$ cat src/rtl/sgd_mem_rd_cmd_gen_pkg.sv
// Shared constants, FSM encoding and helpers for the SGD dataset read-path
// command generators (A and B paths).
package sgd_mem_rd_cmd_gen_pkg;

    localparam int CL_BYTES          = 64;
    localparam int CL_SHIFT          = $clog2(CL_BYTES);
    localparam int A_FIFO_DEPTH_BITS = 11;

    localparam logic [7:0] MEM_RD_A_TAG = 8'd0;
    localparam logic [7:0] MEM_RD_B_TAG = 8'd1;

    typedef logic [1:0] state_t;

    localparam state_t ST_IDLE  = 2'd0;
    localparam state_t ST_ISSUE = 2'd1;
    localparam state_t ST_DRAIN = 2'd2;
    localparam state_t ST_DONE  = 2'd3;

    function automatic logic [31:0] cls_to_bytes(input logic [31:0] cls);
        return cls << CL_SHIFT;
    endfunction

endpackage

$ cat src/rtl/sgd_mem_rd_cmd_gen_if.sv
// axis_mem_cmd request channel: the generator is the master, the memory
// controller the slave.
interface sgd_mem_rd_cmd_gen_if;

    logic        valid;
    logic        ready;
    logic [63:0] address;
    logic [31:0] length;

    modport master (output valid, output address, output length, input ready);
    modport slave  (input valid, input address, input length, output ready);

endinterface

$ cat src/rtl/sgd_credit_counter.sv
// Saturating credit counter: one unit back per cycle, any amount taken per
// cycle, clamped to [0, MAX]. Resets full.
module sgd_credit_counter #(
    parameter int W   = 12,
    parameter int MAX = 2048
) (
    input  logic         clk,
    input  logic         rst_n,
    input  logic         i_inc,
    input  logic [W-1:0] i_dec,
    output logic [W-1:0] o_count
);

    localparam logic [W:0]   MAX_EXT = (W+1)'(MAX);
    localparam logic [W-1:0] MAX_CNT = W'(MAX);

    logic [W-1:0] r_count;
    logic [W:0]   w_sum;
    logic [W:0]   w_diff;
    logic [W-1:0] w_next;

    // next count: add the returned unit first so inc and dec may coincide
    always_comb begin
        w_sum  = {1'b0, r_count} + {{W{1'b0}}, i_inc};
        w_diff = w_sum - {1'b0, i_dec};
        if (w_sum < {1'b0, i_dec}) begin
            w_next = '0;
        end else if (w_diff > MAX_EXT) begin
            w_next = MAX_CNT;
        end else begin
            w_next = w_diff[W-1:0];
        end
    end

    // credit register
    always_ff @(posedge clk) begin
        if (!rst_n) begin
            r_count <= MAX_CNT;
        end else begin
            r_count <= w_next;
        end
    end

    assign o_count = r_count;

endmodule

$ cat src/rtl/sgd_mem_rd_cmd_gen.sv
// Splits one host read job into chunk-aligned axis_mem_cmd requests, gated by
// a credit window matching the downstream A FIFO depth.
module sgd_mem_rd_cmd_gen
    import sgd_mem_rd_cmd_gen_pkg::*;
#(
    parameter int CHUNK_CLS       = 64,
    parameter int FIFO_DEPTH_BITS = A_FIFO_DEPTH_BITS
) (
    input  logic                 clk,
    input  logic                 rst_n,
    input  logic                 i_start,
    input  logic [63:0]          i_base_addr,
    input  logic [31:0]          i_num_cls,
    input  logic                 i_cl_pop,
    output logic                 o_busy,
    output logic                 o_done,
    sgd_mem_rd_cmd_gen_if.master cmd
);

    localparam int CHUNK_BITS = $clog2(CHUNK_CLS);
    localparam int LEN_W      = CHUNK_BITS + 1;
    localparam int CRED_W     = FIFO_DEPTH_BITS + 1;
    localparam int CRED_MAX   = 1 << FIFO_DEPTH_BITS;

    localparam logic [LEN_W-1:0] CHUNK_LEN = LEN_W'(CHUNK_CLS);

    state_t              r_state;
    state_t              w_state_nxt;
    logic [63:0]         r_addr;
    logic [31:0]         r_remaining;
    logic [31:0]         r_total;
    logic [31:0]         r_popped;
    logic [LEN_W-1:0]    r_len;
    logic                r_cmd_valid;
    logic [63:0]         r_cmd_address;
    logic [31:0]         r_cmd_length;
    logic                r_busy;
    logic                r_done;

    logic [CHUNK_BITS-1:0] w_offset;
    logic [LEN_W-1:0]      w_room;
    logic [LEN_W-1:0]      w_next_len;
    logic [CRED_W-1:0]     w_credits;
    logic [CRED_W-1:0]     w_cred_dec;
    logic                  w_cred_inc;
    logic                  w_hs;
    logic                  w_can_issue;
    logic                  w_pop_cnt;
    logic [31:0]           w_popped_next;

    // Lines left before the next chunk boundary is always in [1, CHUNK_CLS].
    assign w_offset = r_addr[CL_SHIFT+CHUNK_BITS-1:CL_SHIFT];
    assign w_room   = CHUNK_LEN - {1'b0, w_offset};

    // next command length: the job tail or the rest of the current chunk
    always_comb begin
        if (r_remaining < 32'(w_room)) begin
            w_next_len = LEN_W'(r_remaining);
        end else begin
            w_next_len = w_room;
        end
    end

    assign w_hs          = r_cmd_valid && cmd.ready;
    assign w_can_issue   = (r_state == ST_ISSUE) && !r_cmd_valid &&
                           (r_remaining != 32'd0) &&
                           (32'(w_credits) >= 32'(w_next_len));
    assign w_pop_cnt     = i_cl_pop && ((r_state == ST_ISSUE) || (r_state == ST_DRAIN));
    assign w_popped_next = r_popped + {31'd0, w_pop_cnt};
    assign w_cred_inc    = i_cl_pop && (r_state != ST_IDLE);
    assign w_cred_dec    = w_hs ? CRED_W'(r_len) : '0;

    sgd_credit_counter #(
        .W   (CRED_W),
        .MAX (CRED_MAX)
    ) u_credits (
        .clk     (clk),
        .rst_n   (rst_n),
        .i_inc   (w_cred_inc),
        .i_dec   (w_cred_dec),
        .o_count (w_credits)
    );

    // job FSM next state; the pop landing this cycle counts toward completion
    always_comb begin
        w_state_nxt = r_state;
        case (r_state)
            ST_IDLE: begin
                if (i_start) begin
                    w_state_nxt = (i_num_cls == 32'd0) ? ST_DONE : ST_ISSUE;
                end else begin
                    w_state_nxt = ST_IDLE;
                end
            end
            ST_ISSUE: begin
                if (w_hs && (r_remaining == 32'(r_len))) begin
                    w_state_nxt = ST_DRAIN;
                end else begin
                    w_state_nxt = ST_ISSUE;
                end
            end
            ST_DRAIN: begin
                if (w_popped_next == r_total) begin
                    w_state_nxt = ST_DONE;
                end else begin
                    w_state_nxt = ST_DRAIN;
                end
            end
            ST_DONE: w_state_nxt = ST_IDLE;
            default: w_state_nxt = ST_IDLE;
        endcase
    end

    // job state, counters and the registered command channel
    always_ff @(posedge clk) begin
        if (!rst_n) begin
            r_state       <= ST_IDLE;
            r_addr        <= 64'd0;
            r_remaining   <= 32'd0;
            r_total       <= 32'd0;
            r_popped      <= 32'd0;
            r_len         <= '0;
            r_cmd_valid   <= 1'b0;
            r_cmd_address <= 64'd0;
            r_cmd_length  <= 32'd0;
            r_busy        <= 1'b0;
            r_done        <= 1'b0;
        end else begin
            r_state <= w_state_nxt;
            r_busy  <= (w_state_nxt == ST_ISSUE) || (w_state_nxt == ST_DRAIN);
            r_done  <= (w_state_nxt == ST_DONE);
            if ((r_state == ST_IDLE) && i_start) begin
                r_addr      <= i_base_addr & ~64'h3F;
                r_remaining <= i_num_cls;
                r_total     <= i_num_cls;
                r_popped    <= 32'd0;
            end else begin
                r_popped <= w_popped_next;
                if (w_hs) begin
                    r_addr      <= r_addr + {32'd0, r_cmd_length};
                    r_remaining <= r_remaining - 32'(r_len);
                end
            end
            // valid drops for a cycle after every handshake
            if (w_hs) begin
                r_cmd_valid <= 1'b0;
            end else if (w_can_issue) begin
                r_cmd_valid   <= 1'b1;
                r_cmd_address <= r_addr;
                r_cmd_length  <= cls_to_bytes(32'(w_next_len));
                r_len         <= w_next_len;
            end
        end
    end

    assign cmd.valid   = r_cmd_valid;
    assign cmd.address = r_cmd_address;
    assign cmd.length  = r_cmd_length;
    assign o_busy      = r_busy;
    assign o_done      = r_done;

endmodule
$ cat src/flat_wrapper.sv
// flat-port wrapper written by rule: the top's interface ports become plain ports
module sgd_mem_rd_cmd_gen_flat import sgd_mem_rd_cmd_gen_pkg::*;
#(
    parameter int CHUNK_CLS       = 64,
    parameter int FIFO_DEPTH_BITS = A_FIFO_DEPTH_BITS
)
  (clk, rst_n, i_start, i_base_addr, i_num_cls, i_cl_pop, o_busy, o_done, cmd_valid, cmd_address, cmd_length, cmd_ready);
  sgd_mem_rd_cmd_gen_if cmd_i ();
  input  logic clk;
  input  logic rst_n;
  input  logic i_start;
  input  logic [63:0] i_base_addr;
  input  logic [31:0] i_num_cls;
  input  logic i_cl_pop;
  output logic o_busy;
  output logic o_done;
  output wire logic [$bits(cmd_i.valid)-1:0] cmd_valid;
  output wire logic [$bits(cmd_i.address)-1:0] cmd_address;
  output wire logic [$bits(cmd_i.length)-1:0] cmd_length;
  input wire logic [$bits(cmd_i.ready)-1:0] cmd_ready;
  assign cmd_valid = cmd_i.valid;
  assign cmd_address = cmd_i.address;
  assign cmd_length = cmd_i.length;
  assign cmd_i.ready = cmd_ready;
  sgd_mem_rd_cmd_gen #(.CHUNK_CLS(CHUNK_CLS), .FIFO_DEPTH_BITS(FIFO_DEPTH_BITS)) u_core (.clk(clk), .rst_n(rst_n), .i_start(i_start), .i_base_addr(i_base_addr), .i_num_cls(i_num_cls), .i_cl_pop(i_cl_pop), .o_busy(o_busy), .o_done(o_done), .cmd(cmd_i));
endmodule
$ cat config.mk
export PLATFORM = sky130hd
export DESIGN_NAME = sgd_mem_rd_cmd_gen_flat
export DESIGN_NICKNAME = d
export VERILOG_FILES = /design/src/rtl/sgd_mem_rd_cmd_gen_pkg.sv /design/src/rtl/sgd_mem_rd_cmd_gen_if.sv /design/src/rtl/sgd_credit_counter.sv /design/src/rtl/sgd_mem_rd_cmd_gen.sv /design/src/flat_wrapper.sv
export SDC_FILE = /design/constraint.sdc
export NUM_CORES = 1
export LEC_CHECK = 0
export ABC_AREA = 1
export BUFFER_PORTS_ARGS = -buffer_cell sky130_fd_sc_hd__clkbuf_2
export CAP_MARGIN = 20
export CORE_ASPECT_RATIO = 1.5
export CORE_MARGIN = 2
export CORE_UTILIZATION = 33
export DETAILED_ROUTE_END_ITERATION = 8
export HOLD_SLACK_MARGIN = 0.06
export SETUP_SLACK_MARGIN = 0.3
export SLEW_MARGIN = 20
export SYNTH_ARGS = -nofsm -noshare
export SYNTH_HDL_FRONTEND = slang
export SYNTH_HIERARCHICAL = 1
export SYNTH_SLANG_ARGS = --single-unit
$ cat constraint.sdc
create_clock -name clk -period 5.56 [get_ports clk]
set_clock_uncertainty 0.1 [all_clocks]
set_input_delay 0 -clock clk [delete_from_list [all_inputs] [get_ports clk]]
set_output_delay 0 -clock clk [all_outputs]
set_load 0.01 [all_outputs]
# Word-level counts from Yosys, hierarchy flattened
# Cells that the tools add are included.
[totals]
reg_bits = 248
elab_cells = 66
[classes]
n_addsub = 6
order_cmp = 4
eq_ne = 8
muxes = 13
bitwise = 2
reduce_logical = 20
[ops]
columns = ["cell", "n"]
rows = [
  ["2-to-1 mux 64 bit", 2],
  ["adder 64 x 13 -> 64 bit", 1],
  ["2-to-1 mux 32 bit", 2],
  ["adder 32 x 1 -> 32 bit", 1],
  ["equality test 32 bit", 1],
  ["equality test 32 x 7 -> 1 bit", 1],
  ["zero test 32 bit", 1],
  ["less-than comparator 32 x 7 -> 1 bit", 1],
  ["nonzero test 32 bit", 1],
  ["subtractor 32 x 7 -> 32 bit", 1],
  ["2-to-1 mux 12 bit", 2],
  ["2-to-1 mux 7 bit", 2],
  ["adder 12 x 1 -> 13 bit", 1],
  ["> comparator 13 x 12 -> 1 bit (second input constant)", 1],
  ["less-than comparator 13 x 12 -> 1 bit", 1],
  ["subtractor 13 x 12 -> 13 bit", 1],
  ["greater-or-equal comparator 12 x 7 -> 1 bit", 1],
  ["equality test 2 bit (second input constant)", 4],
  ["logical AND 1 bit", 8],
  ["case mux 2 bit (4 select lines)", 1],
  ["subtractor 7 x 6 -> 7 bit (first input constant)", 1],
  ["2-to-1 mux 2 bit", 3],
  ["equality test 2 x 1 -> 1 bit (second input constant)", 2],
  ["nonzero test 2 bit", 2],
  ["other kinds (8)", 11],
]

# Logic depth before layout (Yosys ltp)
[depth]
ltp_word = 9
ltp_mapped = 27

# By module
# The synthesis kept the hierarchy.
[by_module_without_submodules]
columns = ["module", "instances", "cells_per_inst", "area_each_um2"]
rows = [
  ["sgd_mem_rd_cmd_gen", 1, 2060, 13533.0],
  ["sgd_credit_counter", 1, 241, 1522.7],
]

# Worst setup path before layout
# No wires, ideal clock.
[synth_path]
path_kind = "register to register"
from = "register u_core.r_addr[6]"
to = "register u_core.r_cmd_address[20] (netlist: u_core/cmd.address[20])"
arrival_ns = 3.272
setup_slack_ns = 2.060
path_stages_with_launch = 26
period_less_slack_ns = 3.500
path_cell_list = "dfxtp_1 -> inv_1 -> ha_1 -> inv_1 -> ha_1 -> o21ai_0 -> nand2_1 -> nand3_1 -> nand2_1 -> nand2_1 -> nand3b_1 -> o211ai_1 -> nand2_1 -> buf_2 -> o21ai_0 -> inv_1 -> ha_1 -> nand2_1 -> nor3b_1 -> nand4_1 -> nand4_1 -> nand2_2 -> inv_2 -> buf_6 -> clkbuf_1 -> a21oi_1"
[synth_between]
elab_chain_len = 6
[synth_rtl]
columns = ["item", "line", "source"]
rows = [
  ["start, declared", "sgd_mem_rd_cmd_gen.sv:29", "logic [63:0] r_addr;"],
  ["start signal, assigned", "sgd_mem_rd_cmd_gen.sv:133", "r_addr <= i_base_addr & ~64'h3F;"],
  ["start signal, assigned", "sgd_mem_rd_cmd_gen.sv:140", "r_addr <= r_addr + {32'd0, r_cmd_length};"],
  ["subtractor 7 x 6 -> 7 bit *", "sgd_mem_rd_cmd_gen.sv:53", "assign w_room = CHUNK_LEN - {1'b0, w_offset};"],
  ["less-than comparator 32 x 7 -> 1 bit", "sgd_mem_rd_cmd_gen.sv:57", "if (r_remaining < 32'(w_room)) begin"],
  ["2-to-1 mux 7 bit *", "sgd_mem_rd_cmd_gen.sv:57", ""],
  ["greater-or-equal comparator 12 x 7 -> 1 bit *", "sgd_mem_rd_cmd_gen.sv:67", "(32'(w_credits) >= 32'(w_next_len));"],
  ["logical AND 1 bit *", "sgd_mem_rd_cmd_gen.sv:66", "(r_remaining != 32'd0) &&"],
  ["AND reduction 2 bit (no line) *", "n/a", ""],
  ["end signal, assigned", "sgd_mem_rd_cmd_gen.sv:149", "r_cmd_address <= r_addr;"],
  ["end, declared", "sgd_mem_rd_cmd_gen.sv:35", "logic [63:0] r_cmd_address;"],
]
# Every way passes the cells marked *; elsewhere a longest branch is shown, timed or not.
# A chain may end at the register's enable or synchronous reset.

# Worst setup path after layout
[layout_path]
from = "register u_core.r_addr[6]"
to = "register u_core.r_cmd_address[50] (netlist: u_core/cmd.address[50])"
# The elaborated chain is that of the path after synthesis.

==> flow_summary.json <==
{
  "clk_latency_ps": 560,
  "cts_tree": "built",
  "core-area_um2": 44900,
  "finalHoldViolations": 0,
  "setup_violations": 0,
  "drive_gt1_frac": 0.132,
  "clock_path_buffers": 3,
  "worst_path_max_delay_cell": "o21ai_0",
  "syn_avg_cell_area_um2": 6.54,
  "arrival_ps": 5010,
  "routedWlPerCell_um": 17.2,
  "drcViolationCount": 0,
  "fin_nets": 2668,
  "worst_pin_slew_ps": 1020,
  "hp-class": "primary input to flop",
  "dp_slack_ps": 1050,
  "grt_pass1_wl_um": 81700,
  "crit_required_ps": 5940,
  "first_iter_violations": 882,
  "drtPass1Iterations": 5,
  "clk_transition_reported_paths_ps": 60,
  "place_hpwl_um": 40800,
  "slew-limit-headroom": 0.319,
  "grt_max_degree": 70,
  "cp_common_cell": "nand2_1",
  "ctsResizeCount": 0,
  "synth_cell_types": 57,
  "die-area_um2": 47400,
  "start_util": 0.335,
  "cp_max_fo": 57,
  "cp_cell_sequence": "inv_1 > ha_1 > inv_1 > ha_1 > o21ai_0 > nand2_1 > nand3_1 > nand2_1 > nand2_1 > nand3b_1 > o211ai_1 > nand2_1 > o21ai_0 > ha_1 > nand2_1 > nor3b_1 > nand4_1 > nand4_1 > nand2_2 > inv_2 > buf_12 > o21ai_0 > a21oi_1",
  "layout_min_cycle_time_ps": 4630,
  "setup-tns-final_ps": 0,
  "postSynthCellCount": 2301,
  "cts.hold.buffers_added": 92,
  "drv_slew": 0,
  "antenna_found_initial": 1,
  "post-route-period-util": 0.832,
  "status": "complete, no violations",
  "placed_area_um2": 16300,
  "power.density_nw_per_um2": 260,
  "drv_cap": 0,
  "drtAntennaViolNets": 0,
  "cts.sinks": 236,
  "htree_levels": 1,
  "rows": 95,
  "worst_slack_ps": 933,
  "cts.root.buffer_cell": "clkbuf_16",
  "cp-end-kind": "flop",
  "vias": 15800,
  "die_h_um": 266,
  "place.gp.congestion": 0.991,
  "cts_inserted_buffers": 28,
  "io_buffers": 162,
  "crit_type": "flop to flop",
  "routed_wl_um": 53600,
  "ios": 200,
  "path_delay_family": "simple AND/OR/NAND/NOR gates",
  "clock.fmax_mhz": 216,
  "rsz0062_at_grt": "false",
  "synth_area_um2": 15100,
  "irDropWorstVdd_uv": 243,
  "final_area_um2": 18100,
  "grt_usage": 0.221,
  "grt_pass1_vias": 15100,
  "holdWs_ps": 117,
  "critical-path-max-stage-delay_ps": 490,
  "p_leak_uw": 0.00766,
  "ys_seq_area_frac": 0.314,
  "grt.overflow.total": 0,
  "total_power_uw": 4710,
  "vias_per_cell": 5.06,
  "ys_warn_count": 6,
  "worst_setup_path_start_kind": "flop",
  "die_x_um": 178,
  "ys_ff_latch": 236,
  "cts_setup_buffers": 0,
  "critPathBufInv": 4,
  "rrSetupSlack_ps": 930,
  "synthToLayoutAreaGrowth_pct": 20.4
}
## flip-flops by register name (all words and copies together), names as in the netlist, 2 cells and up
signal                    count
u_core/r_popped              32
u_core/u_credits/o_count     12
u_core/r_total               32
u_core/r_state                2
u_core/r_remaining           32
u_core/r_addr                58
u_core/cmd.length             7
u_core/cmd.address           58
## worst paths after layout
kind | cells past startpoint | start | endpoint
min reg2reg | 2 | u_core/cmd.address[18] | u_core/cmd.address[18]
min | 4 | i_start | u_core/r_addr[23]
max reg2reg | 23 | u_core/r_addr[6] | u_core/cmd.address[50]
max | 23 | u_core/r_addr[6] | u_core/cmd.address[50]
## cell usage after synthesis (all sizes together)
library cell | n | area, um^2
nand2 | 582 | 2300
nor2 | 315 | 1370
inv | 275 | 1030
dfxtp | 236 | 4720
nand3 | 150 | 788
o21ai | 130 | 684
a21oi | 117 | 593
clkbuf | 66 | 249
buf | 47 | 337
ha | 47 | 588
xor2 | 44 | 385
nand4 | 37 | 231
nor3 | 37 | 200
a31oi | 35 | 219
o22ai | 28 | 175
o211ai | 27 | 203
xnor2 | 21 | 184
nor4 | 15 | 93.8
nand3b | 14 | 105
or2 | 14 | 87.6
o21bai | 13 | 97.6
o221ai | 8 | 70.1
a211oi | 7 | 52.6
and2 | 6 | 37.5
or4 | 5 | 37.5
a21boi | 3 | 22.5
and3 | 3 | 18.8
clkinv | 3 | 11.3
fa | 3 | 60.1
nor3b | 3 | 22.5
a31o | 2 | 17.5
o21a | 2 | 15.0
a21o | 1 | 7.51
a22o | 1 | 8.76
a22oi | 1 | 7.51
a32oi | 1 | 8.76
conb | 1 | 3.75
o31ai | 1 | 7.51
## cell families (layout without fill, tap and decap cells)
group,Yosys count,count (layout),share of synthesized area
AND/OR/NAND/NOR,1181,1181,0.351
adder cells (fa/ha/maj),50,50,0.0430
flip-flops,236,236,0.314
buffers and inverters,391,594,0.108
AO/OA/AOI/OAI,377,377,0.145
other,1,37,0.000249
XOR/XNOR,65,65,0.0378
## layout by cell type, fill, tap and decap left out, drive strengths merged, types with 5 or more instances in the layout
cell type | Yosys | final
clkbuf | 66 | 201
nand3b | 14 | 14
xnor2 | 21 | 21
dfxtp | 236 | 236
conb | 1 | 36
o211ai | 27 | 27
nor4 | 15 | 15
a21oi | 117 | 117
xor2 | 44 | 44
a211oi | 7 | 7
or2 | 14 | 14
nor2 | 315 | 315
inv | 275 | 278
or4 | 5 | 5
o21bai | 13 | 13
buf | 47 | 10
nand2 | 582 | 582
o221ai | 8 | 8
dlygate4sd3 | 0 | 92
nand4 | 37 | 37
and2 | 6 | 6
o21ai | 130 | 130
ha | 47 | 47
a31oi | 35 | 35
o22ai | 28 | 28
nand3 | 150 | 150
nor3 | 37 | 37
clkinv | 3 | 8
## metrics by stage
stage,util,cells
after floorplan,-,2336
after global placement,0.362,2977
after detailed placement,0.362,2977
after CTS,0.403,3121
after global routing,0.403,3121
final,0.403,3122
## report_power, final
| part | internal [uW] | total, uW | switching [uW] |
|---|---|---|---|
| clock network | 1120 | 1900 | 783 |
| logic | 333 | 895 | 562 |
| registers | 1800 | 1910 | 114 |
| total | 3250 | 4710 | 1460 |
## layout make-up
| type | count | area (um^2) |
|---|---|---|
| well taps | 582 | 728 |
| flip-flops and latches | 236 | 4720 |
| diodes | 1 | 2.50 |
| fillers | 4759 | 26800 |
| clock buffers | 39 | 813 |
| clock inverters | 13 | 138 |
| repair buffers | 264 | 1820 |
| multi-input cells | 1709 | 8850 |
| inverters | 278 | 1050 |
## tightest hold or removal path: stages
cell      delay (ps)
clkbuf_2         120
nand2_4          320
o211ai_1         140
a21oi_1          120
## routing by layer
layer  global-route usage  part of all wire  up-vias
met5                    0                 0        -
met4                0.152             0.075        0
met3               0.0240             0.046      166
met2                0.403              0.51      533
met1                0.235              0.37     7232
li1                     -                 -     7862
Power figures use the tool's default switching activity.
